`src/rtl/mem_access_unit.sv`:
```
// mem_access_unit: load/store sequencer between the EX stage and DataMem.
// Decodes MIPS lb/lh/lw/lbu/lhu/sb/sh/sw. It issues one word-aligned DataMem
// access at a time and uses read-modify-write for sub-word stores. Results go
// back as a single-cycle resp pulse.
// Build option: define MEM_MISALIGN_TRAP_EN to fault misaligned accesses.
// Without it, the low address bits are forced to natural alignment and the
// access goes ahead.
module mem_access_unit #(
    parameter int ADDR_W = 32
) (
    input  logic              CLK,
    input  logic              RST,
    input  logic              req_valid,
    output logic              req_ready,
    input  logic [5:0]        opcode,
    input  logic [ADDR_W-1:0] addr,
    input  logic [31:0]       wdata,
    output logic              resp_valid,
    output logic [31:0]       rdata,
    output logic              misalign,
    output logic [ADDR_W-1:0] mem_addr,
    output logic              mem_re,
    output logic              mem_we,
    output logic [31:0]       mem_wdata,
    input  logic [31:0]       mem_rdata
);

    localparam logic [5:0] OP_LB  = 6'h20;
    localparam logic [5:0] OP_LH  = 6'h21;
    localparam logic [5:0] OP_LW  = 6'h23;
    localparam logic [5:0] OP_LBU = 6'h24;
    localparam logic [5:0] OP_LHU = 6'h25;
    localparam logic [5:0] OP_SB  = 6'h28;
    localparam logic [5:0] OP_SH  = 6'h29;
    localparam logic [5:0] OP_SW  = 6'h2B;

    // Access size codes
    localparam logic [1:0] SZ_B    = 2'd0;
    localparam logic [1:0] SZ_H    = 2'd1;
    localparam logic [1:0] SZ_W    = 2'd2;
    localparam logic [1:0] SZ_NONE = 2'd3;

    typedef enum logic [2:0] {
        S_IDLE,
        S_RD,
        S_LD,
        S_MRG,
        S_WR,
        S_RESP
    } state_t;

    function automatic logic is_load(input logic [5:0] op);
        return (op == OP_LB) || (op == OP_LH) || (op == OP_LW) ||
               (op == OP_LBU) || (op == OP_LHU);
    endfunction

    function automatic logic is_store(input logic [5:0] op);
        return (op == OP_SB) || (op == OP_SH) || (op == OP_SW);
    endfunction

    function automatic logic [1:0] op_size(input logic [5:0] op);
        case (op)
            OP_LB, OP_LBU, OP_SB: return SZ_B;
            OP_LH, OP_LHU, OP_SH: return SZ_H;
            OP_LW, OP_SW:         return SZ_W;
            default:              return SZ_NONE;
        endcase
    endfunction

    function automatic logic misaligned(input logic [5:0] op, input logic [1:0] lo);
        case (op_size(op))
            SZ_H:    return lo[0];
            SZ_W:    return lo != 2'b00;
            default: return 1'b0;
        endcase
    endfunction

    function automatic logic [ADDR_W-1:0] align_addr(input logic [5:0] op,
                                                     input logic [ADDR_W-1:0] a);
        case (op_size(op))
            SZ_H:    return {a[ADDR_W-1:1], 1'b0};
            SZ_W:    return {a[ADDR_W-1:2], 2'b00};
            default: return a;
        endcase
    endfunction

    // Pick the addressed lane out of the word and sign/zero extend it.
    function automatic logic [31:0] load_extract(input logic [5:0]  op,
                                                 input logic [1:0]  lane,
                                                 input logic [31:0] word);
        logic [31:0]        shifted;
        logic [7:0]         b;
        logic [15:0]        h;
        logic signed [31:0] sx;
        shifted = word >> {lane, 3'b000};
        b       = shifted[7:0];
        h       = lane[1] ? word[31:16] : word[15:0];
        sx      = '0;
        case (op)
            OP_LB:   sx = 32'($signed(b));
            OP_LH:   sx = 32'($signed(h));
            OP_LBU:  sx = {24'h0, b};
            OP_LHU:  sx = {16'h0, h};
            OP_LW:   sx = word;
            default: sx = '0;
        endcase
        return sx;
    endfunction

    // Replace the addressed lane(s) of the old word with the store data.
    function automatic logic [31:0] store_merge(input logic [5:0]  op,
                                                input logic [1:0]  lane,
                                                input logic [31:0] word,
                                                input logic [31:0] wd);
        logic [31:0] m;
        logic [31:0] d;
        case (op_size(op))
            SZ_B: begin
                m = 32'h0000_00FF << {lane, 3'b000};
                d = {4{wd[7:0]}};
            end
            SZ_H: begin
                m = lane[1] ? 32'hFFFF_0000 : 32'h0000_FFFF;
                d = {2{wd[15:0]}};
            end
            default: begin
                m = 32'hFFFF_FFFF;
                d = wd;
            end
        endcase
        return (word & ~m) | (d & m);
    endfunction

    state_t              state_q;
    state_t              state_d;
    logic                accept;
    logic                mis_now;
    logic                mis_q;
    logic [ADDR_W-1:0]   eff_addr;
    logic [5:0]          op_p0;
    logic [ADDR_W-1:0]   addr_p0;
    logic [31:0]         wdata_p0;
    logic [31:0]         data_p1;

    assign accept = (state_q == S_IDLE) && req_valid;

`ifdef MEM_MISALIGN_TRAP_EN
    assign mis_now  = (is_load(opcode) || is_store(opcode)) && misaligned(opcode, addr[1:0]);
    assign eff_addr = addr;
`else
    assign mis_now  = 1'b0;
    assign eff_addr = align_addr(opcode, addr);
`endif

    // State register; reset abandons any operation in flight
    always_ff @(posedge CLK) begin
        if (RST) begin
            state_q <= S_IDLE;
        end else begin
            state_q <= state_d;
        end
    end

    // Fault flag for the accepted request, reported in RESP
    always_ff @(posedge CLK) begin
        if (RST) begin
            mis_q <= 1'b0;
        end else if (accept) begin
            mis_q <= mis_now;
        end
    end

    // Request capture (p0) and load result / merged store word (p1)
    always_ff @(posedge CLK) begin
        if (accept) begin
            op_p0    <= opcode;
            addr_p0  <= eff_addr;
            wdata_p0 <= wdata;
        end
        if (state_q == S_LD) begin
            data_p1 <= load_extract(op_p0, addr_p0[1:0], mem_rdata);
        end else if (state_q == S_MRG) begin
            data_p1 <= store_merge(op_p0, addr_p0[1:0], mem_rdata, wdata_p0);
        end else if (accept) begin
            data_p1 <= wdata;
        end
    end

    // Next-state sequencing and DataMem / response outputs
    always_comb begin
        state_d    = state_q;
        req_ready  = 1'b0;
        resp_valid = 1'b0;
        rdata      = '0;
        misalign   = 1'b0;
        mem_addr   = '0;
        mem_re     = 1'b0;
        mem_we     = 1'b0;
        mem_wdata  = '0;
        case (state_q)
            S_IDLE: begin
                req_ready = 1'b1;
                if (req_valid) begin
                    if (mis_now || !(is_load(opcode) || is_store(opcode))) begin
                        state_d = S_RESP;
                    end else if (opcode == OP_SW) begin
                        state_d = S_WR;
                    end else begin
                        state_d = S_RD;
                    end
                end
            end
            S_RD: begin
                mem_re   = 1'b1;
                mem_addr = {addr_p0[ADDR_W-1:2], 2'b00};
                state_d  = is_load(op_p0) ? S_LD : S_MRG;
            end
            S_LD: begin
                state_d = S_RESP;
            end
            S_MRG: begin
                state_d = S_WR;
            end
            S_WR: begin
                mem_we    = ~RST;
                mem_addr  = {addr_p0[ADDR_W-1:2], 2'b00};
                mem_wdata = data_p1;
                state_d   = S_RESP;
            end
            S_RESP: begin
                resp_valid = 1'b1;
                misalign   = mis_q;
                if (is_load(op_p0) && !mis_q) begin
                    rdata = data_p1;
                end
                state_d = S_IDLE;
            end
            default: begin
                state_d = S_IDLE;
            end
        endcase
    end

endmodule

```
`config.mk`:
```
export PLATFORM = sky130hd
export DESIGN_NAME = mem_access_unit
export DESIGN_NICKNAME = d
export VERILOG_FILES = /design/src/rtl/mem_access_unit.sv
export SDC_FILE = /design/constraint.sdc
export NUM_CORES = 1
export LEC_CHECK = 0
export CORE_MARGIN = 2
export CORE_UTILIZATION = 49
export CTS_CLUSTER_SIZE = 12
export DETAILED_ROUTE_END_ITERATION = 7
export GPL_ROUTABILITY_DRIVEN = 0
export PLACE_DENSITY = 0.93
export SYNTH_ARGS = -nofsm -noshare
export SYNTH_HDL_FRONTEND = slang
export SYNTH_SLANG_ARGS = --single-unit
```
`constraint.sdc`:
```
create_clock -name CLK -period 3.9 [get_ports CLK]
set_input_delay 1.17 -clock CLK [delete_from_list [all_inputs] [get_ports CLK]]
set_output_delay 1.17 -clock CLK [all_outputs]
set_load 0.05 [all_outputs]
```
* Word-level counts from Yosys, hierarchy flattened
Cells that the tools add are included.
** Storage, ports and cells
- Register bits after elaboration :: 105
- Input port bits :: 105
- Output and inout port bits :: 101
- Logic and storage cells :: 90
** Cells by class
- Equal/unequal tests :: 25
- Shifts and indexed selects :: 2
- Multiplexer cells :: 30
- Bitwise operators :: 5
- Reduce and logical (&&, ||, !) cells :: 23
** Operators with widths (number)
- $mux 32 :: 12
- $pmux 32 s5 :: 1
- $pmux 32 s2 :: 2
- $eq 6x6->1 const B :: 16
- $and 32x32->32 :: 2
- $not 32->32 :: 1
- $or 32x32->32 :: 1
- $shl 8x5->32 const A :: 1
- $shr 32x5->8 :: 1
- $mux 16 :: 1
- $pmux 2 s3 :: 2
- $pmux 3 s4 :: 1
- $reduce_or 3->1 :: 4
- $logic_or 1x1->1 :: 11
- $mux 3 :: 3
- $reduce_or 2->1 :: 4
- $eq 3x2->1 const B :: 2
- $eq 3x3->1 const B :: 2
- $mux 1 :: 5
- $eq 2x1->1 const B :: 2
- $mux 2 :: 2
- $pmux 2 s2 :: 1
- $eq 3x1->1 const B :: 1
- $logic_not 3->1 :: 1
- 6 further kinds :: 6

* Longest topological paths before layout
- Depth after elaboration :: 14
- Mapped depth :: 8
- Depth with buffers taken out :: 5

* Least setup slack after synthesis
No wires, ideal clock.
- Kind :: register to output
- Start point :: register state_q[0]
- End point :: output port mem_addr[10]
- Arrival time :: 2.646 ns
- Required time :: 2.730 ns
- Path slack :: 0.084 ns
- Cell stages (with the launch flop) :: 7
- Path buffers :: 2
- Cell sequence :: dfxtp_1 clkbuf_1 nor2b_1 nor2b_1 nor2_1 clkbuf_1 nor2b_1
** On the way
- Longest elaborated chain between the ends :: 3
- Elaborated cells on any way between the ends :: 4
- Classes of those cells :: 2 x eq/ne; 1 x mux; 1 x reduce/logical
** Ends and longest elaborated chain
- from (decl) :: RTL line 134 : state_t state_q;
- from (signal assigned) :: RTL line 160 : state_q <= state_d;
- $eq 3x3->1 / $eq 3x1->1 (equally long branches) :: RTL line 200 : case (state_q)
- $reduce_or 2->1 (no source line) *
- $mux 32 * :: RTL line 200
- to (decl) :: RTL line 21 : output logic [ADDR_W-1:0] mem_addr,
Mark *: on every way between the ends. The rest lies on a longest branch, timed or not.

* Worst setup path after layout
- Start point :: register op_p0[3]
- End point :: output port rdata[25]
** On the way
- Longest elaborated chain between the ends :: 7
- Elaborated cells on any way between the ends :: 11
- Classes of those cells :: 5 x eq/ne; 2 x mux; 4 x reduce/logical
** Ends and longest elaborated chain
- from (decl) :: RTL line 140 : logic [5:0] op_p0;
- from (signal assigned) :: RTL line 176 : op_p0 <= opcode;
- $eq 6x6->1 :: RTL line 53 : return (op == OP_LB) || (op == OP_LH) || (op == OP_LW) ||
- $logic_or 1x1->1 (3 in series) :: RTL line 53
- $logic_or 1x1->1 * :: RTL line 54 : (op == OP_LBU) || (op == OP_LHU);
- $mux 32 * :: RTL line 233 : if (is_load(op_p0) && !mis_q) begin
- $mux 32 * :: RTL line 200
- to (decl) :: RTL line 19 : output logic [31:0] rdata,
Marked as above.

==> impl_metrics.yaml <==
status:
  status: "finished, violations left"
  violations: "design-rule violations"
drt:
  drc: 13
  wirelength_um: 17900
  vias_per_cell: 6.22
  via_count: 5368
  wl_per_cell_um: 20.8
  final_antenna_net_count: 0
  first_pass_iters: 8
  first_iter_violations: 614
placement:
  hpwl_um: 13200
  numPlacedInstances: 847
  port_buffers: 202
  dp_worst_setup_slack_ps: 522
clocking:
  cts_tree: "built"
  cts_root_buf: "clkbuf_16"
  cts_buffers: 9
  htree_levels: 3
  cts_setup_buffers: 0
  clk_pin_slew_ps: 70
  ctsHoldBuffers: 0
  worstSkewPairLatency_ps: 350
  ctsResizeCount: 0
  clock-sinks: 105
  clk_path_buf_depth: 2
setup_path:
  cp_max_fo: 32
  cp.required_ps: 2730
  crit_type: "reg2out"
  path_cells: "nor3b_1, o21ai_0, nor2b_1, buf_4, and2_1, buf_12"
  startpoint_type: "flop"
  endpoint_kind: "output pin"
  cpPeakStageDelay_ps: 540
  crit_buf_inv: 2
  cp_slowest_cell: "nor3b_1"
  cp.arrival_ps: 2480
  critical_path.top_delay_family: "simple AND/OR/NAND/NOR gates"
power_and_ir_drop:
  switching_share: 0.371
  vdd_drop_max_mv: 0.304
  power.internal_mw: 2.39
  pwr-share-clk: 0.217
  p_leak_nw: 3.07
  p_sw_mw: 1.41
  p_per_area_nw_per_um2: 447
  pwr-share-seq: 0.422
  p_total_mw: 3.80
  comb_power_share: 0.361
timing:
  fmax_ghz: 0.274
  tightest_slew_ps: 1070
  setup_violations: 0
  setup_ws_ps: 252
  drv_slew: 0
  slew_headroom: 0.285
  rsz0062_at_grt: "no"
  layout_min_cycle_time_ps: 3650
  clock_skew_ps: 8.63
  holdWs_ps: 648
  period_share: 0.935
  hold_violations: 0
  setup_tns_ps: 0
global_route:
  grt_pass1_wl_um: 27800
  grt_pass1_vias: 5274
  grt_max_degree: 41
  overflow: 0
  track_usage: 0.279
  antenna_found_initial: 0
floorplan:
  coreArea_um2: 11600
  num_rows: 39
  initial_utilization: 0.508
  fp.dieH_um: 113
  dieWidth_um: 113
  die-area_um2: 12900
  pin_count: 206
logic_synthesis:
  avgSynthCellArea_um2: 11.1
  synth.distinct_cells: 57
  yosysSeqAreaShare: 0.532
  yosysWarningCount: 0
  synthesis.area_um2: 5870
  synthCells: 530
  async_flop_share: 0
  synth_edf_count: 102
  yosys_register_bits: 105
  synthFlopType: "edfxtp_1"
finish:
  drive_gt1_frac: 0.150
  insertedDiodeCount: 0
  nets: 821
  fin_cells: 863
  area_growth_pct: 44.8
run:
  drv_cap: 0
hold_path:
  hold_class: "reg2reg"
-- through the flow --
stage | utilization | instance area [um^2]
after floorplan | - | 5880
after global placement | 0.712 | 8240
after detailed placement | 0.712 | 8240
after CTS | 0.735 | 8500
after global routing | 0.735 | 8500
final | 0.735 | 8500
-- registers in the layout (all words and copies together), names as in the netlist --
name and cells:
data_p1 32, state_q 3, op_p0 6, wdata_p0 32, addr_p0 32
-- logic make-up after synthesis --
family / count (synthesis) / share of synthesized area
multiplexers: 20 / 0.0514
AO/OA/AOI/OAI: 159 / 0.187
flip-flops: 105 / 0.532
other: 1 / 0.000639
adder cells (fa/ha/maj): 1 / 0.00213
AND/OR/NAND/NOR: 201 / 0.194
buffers and inverters: 43 / 0.0335
-- cells in the mapped netlist, types with 8 or more instances --
cell,instances,area [um^2]
edfxtp_1,102,3060
and2_1,67,419
nand2_1,51,191
nor2b_1,39,244
o21ai_0,34,170
a21oi_1,32,160
clkbuf_1,25,93.8
o22ai_1,20,125
a22o_1,14,123
nor2_1,14,52.6
mux2i_1,11,110
o211ai_1,10,75.1
a221o_1,8,80.1
a221oi_1,8,70.1
mux4_2,8,180
-- cell usage in the layout, fill, tap and decap left out, types with 11 or more instances in the layout --
cell type and count:
clkdlybuf4s50_1 139, edfxtp_1 102, nor2b_1 39, nand2_1 51, a22o_1 14, buf_4 37, buf_12 34, mux2i_1 11
o21ai_0 34, a21oi_1 32, and2_1 67, o22ai_1 20, nor2_1 13
-- path summary, 6_finish.rpt --
check	from	to	slack, ps	cells after the start
setup / recovery	op_p0[3]	rdata[25]	250	6
hold / removal	wdata_p0[31]	data_p1[31]	650	2
setup reg to reg	op_p0[1]	data_p1[28]	1040	5
hold reg to reg	wdata_p0[31]	data_p1[31]	650	2
-- layer usage --
| layer | vias to the layer above | part of all wire | GRT usage |
|---|---|---|---|
| met5 | - | 0 | 0 |
| met4 | 0 | 0.063 | 0.150 |
| met3 | 110 | 0.12 | 0.0638 |
| met2 | 487 | 0.46 | 0.461 |
| met1 | 2401 | 0.36 | 0.342 |
| li1 | 2370 | - | - |
-- power groups by stage --
stage	combinational [mW]	clock [mW]	sequential, mW
after floorplan	0.924	0	1.55
after global placement	1.32	0	1.61
after detailed placement	1.36	0	1.62
after CTS	1.37	0.826	1.59
after global routing	1.44	0.869	1.62
final	1.37	0.825	1.60
-- area by class of cell --
type                    instances  area [um^2]
clock inverters                 6         35.0
repair buffers                210         2350
flip-flops and latches        105         3120
multi-input cells             384         2570
fillers                       753         3060
clock buffers                  10          229
inverters                       5         18.8
well taps                     143          179
-- tightest hold or removal path, cell delays in order (launching register included) --
cell	delay (ps)
edfxtp_1	320
o211ai_1	100
nand3_1	100
Note: power is estimated with default switching activity, not from simulation.
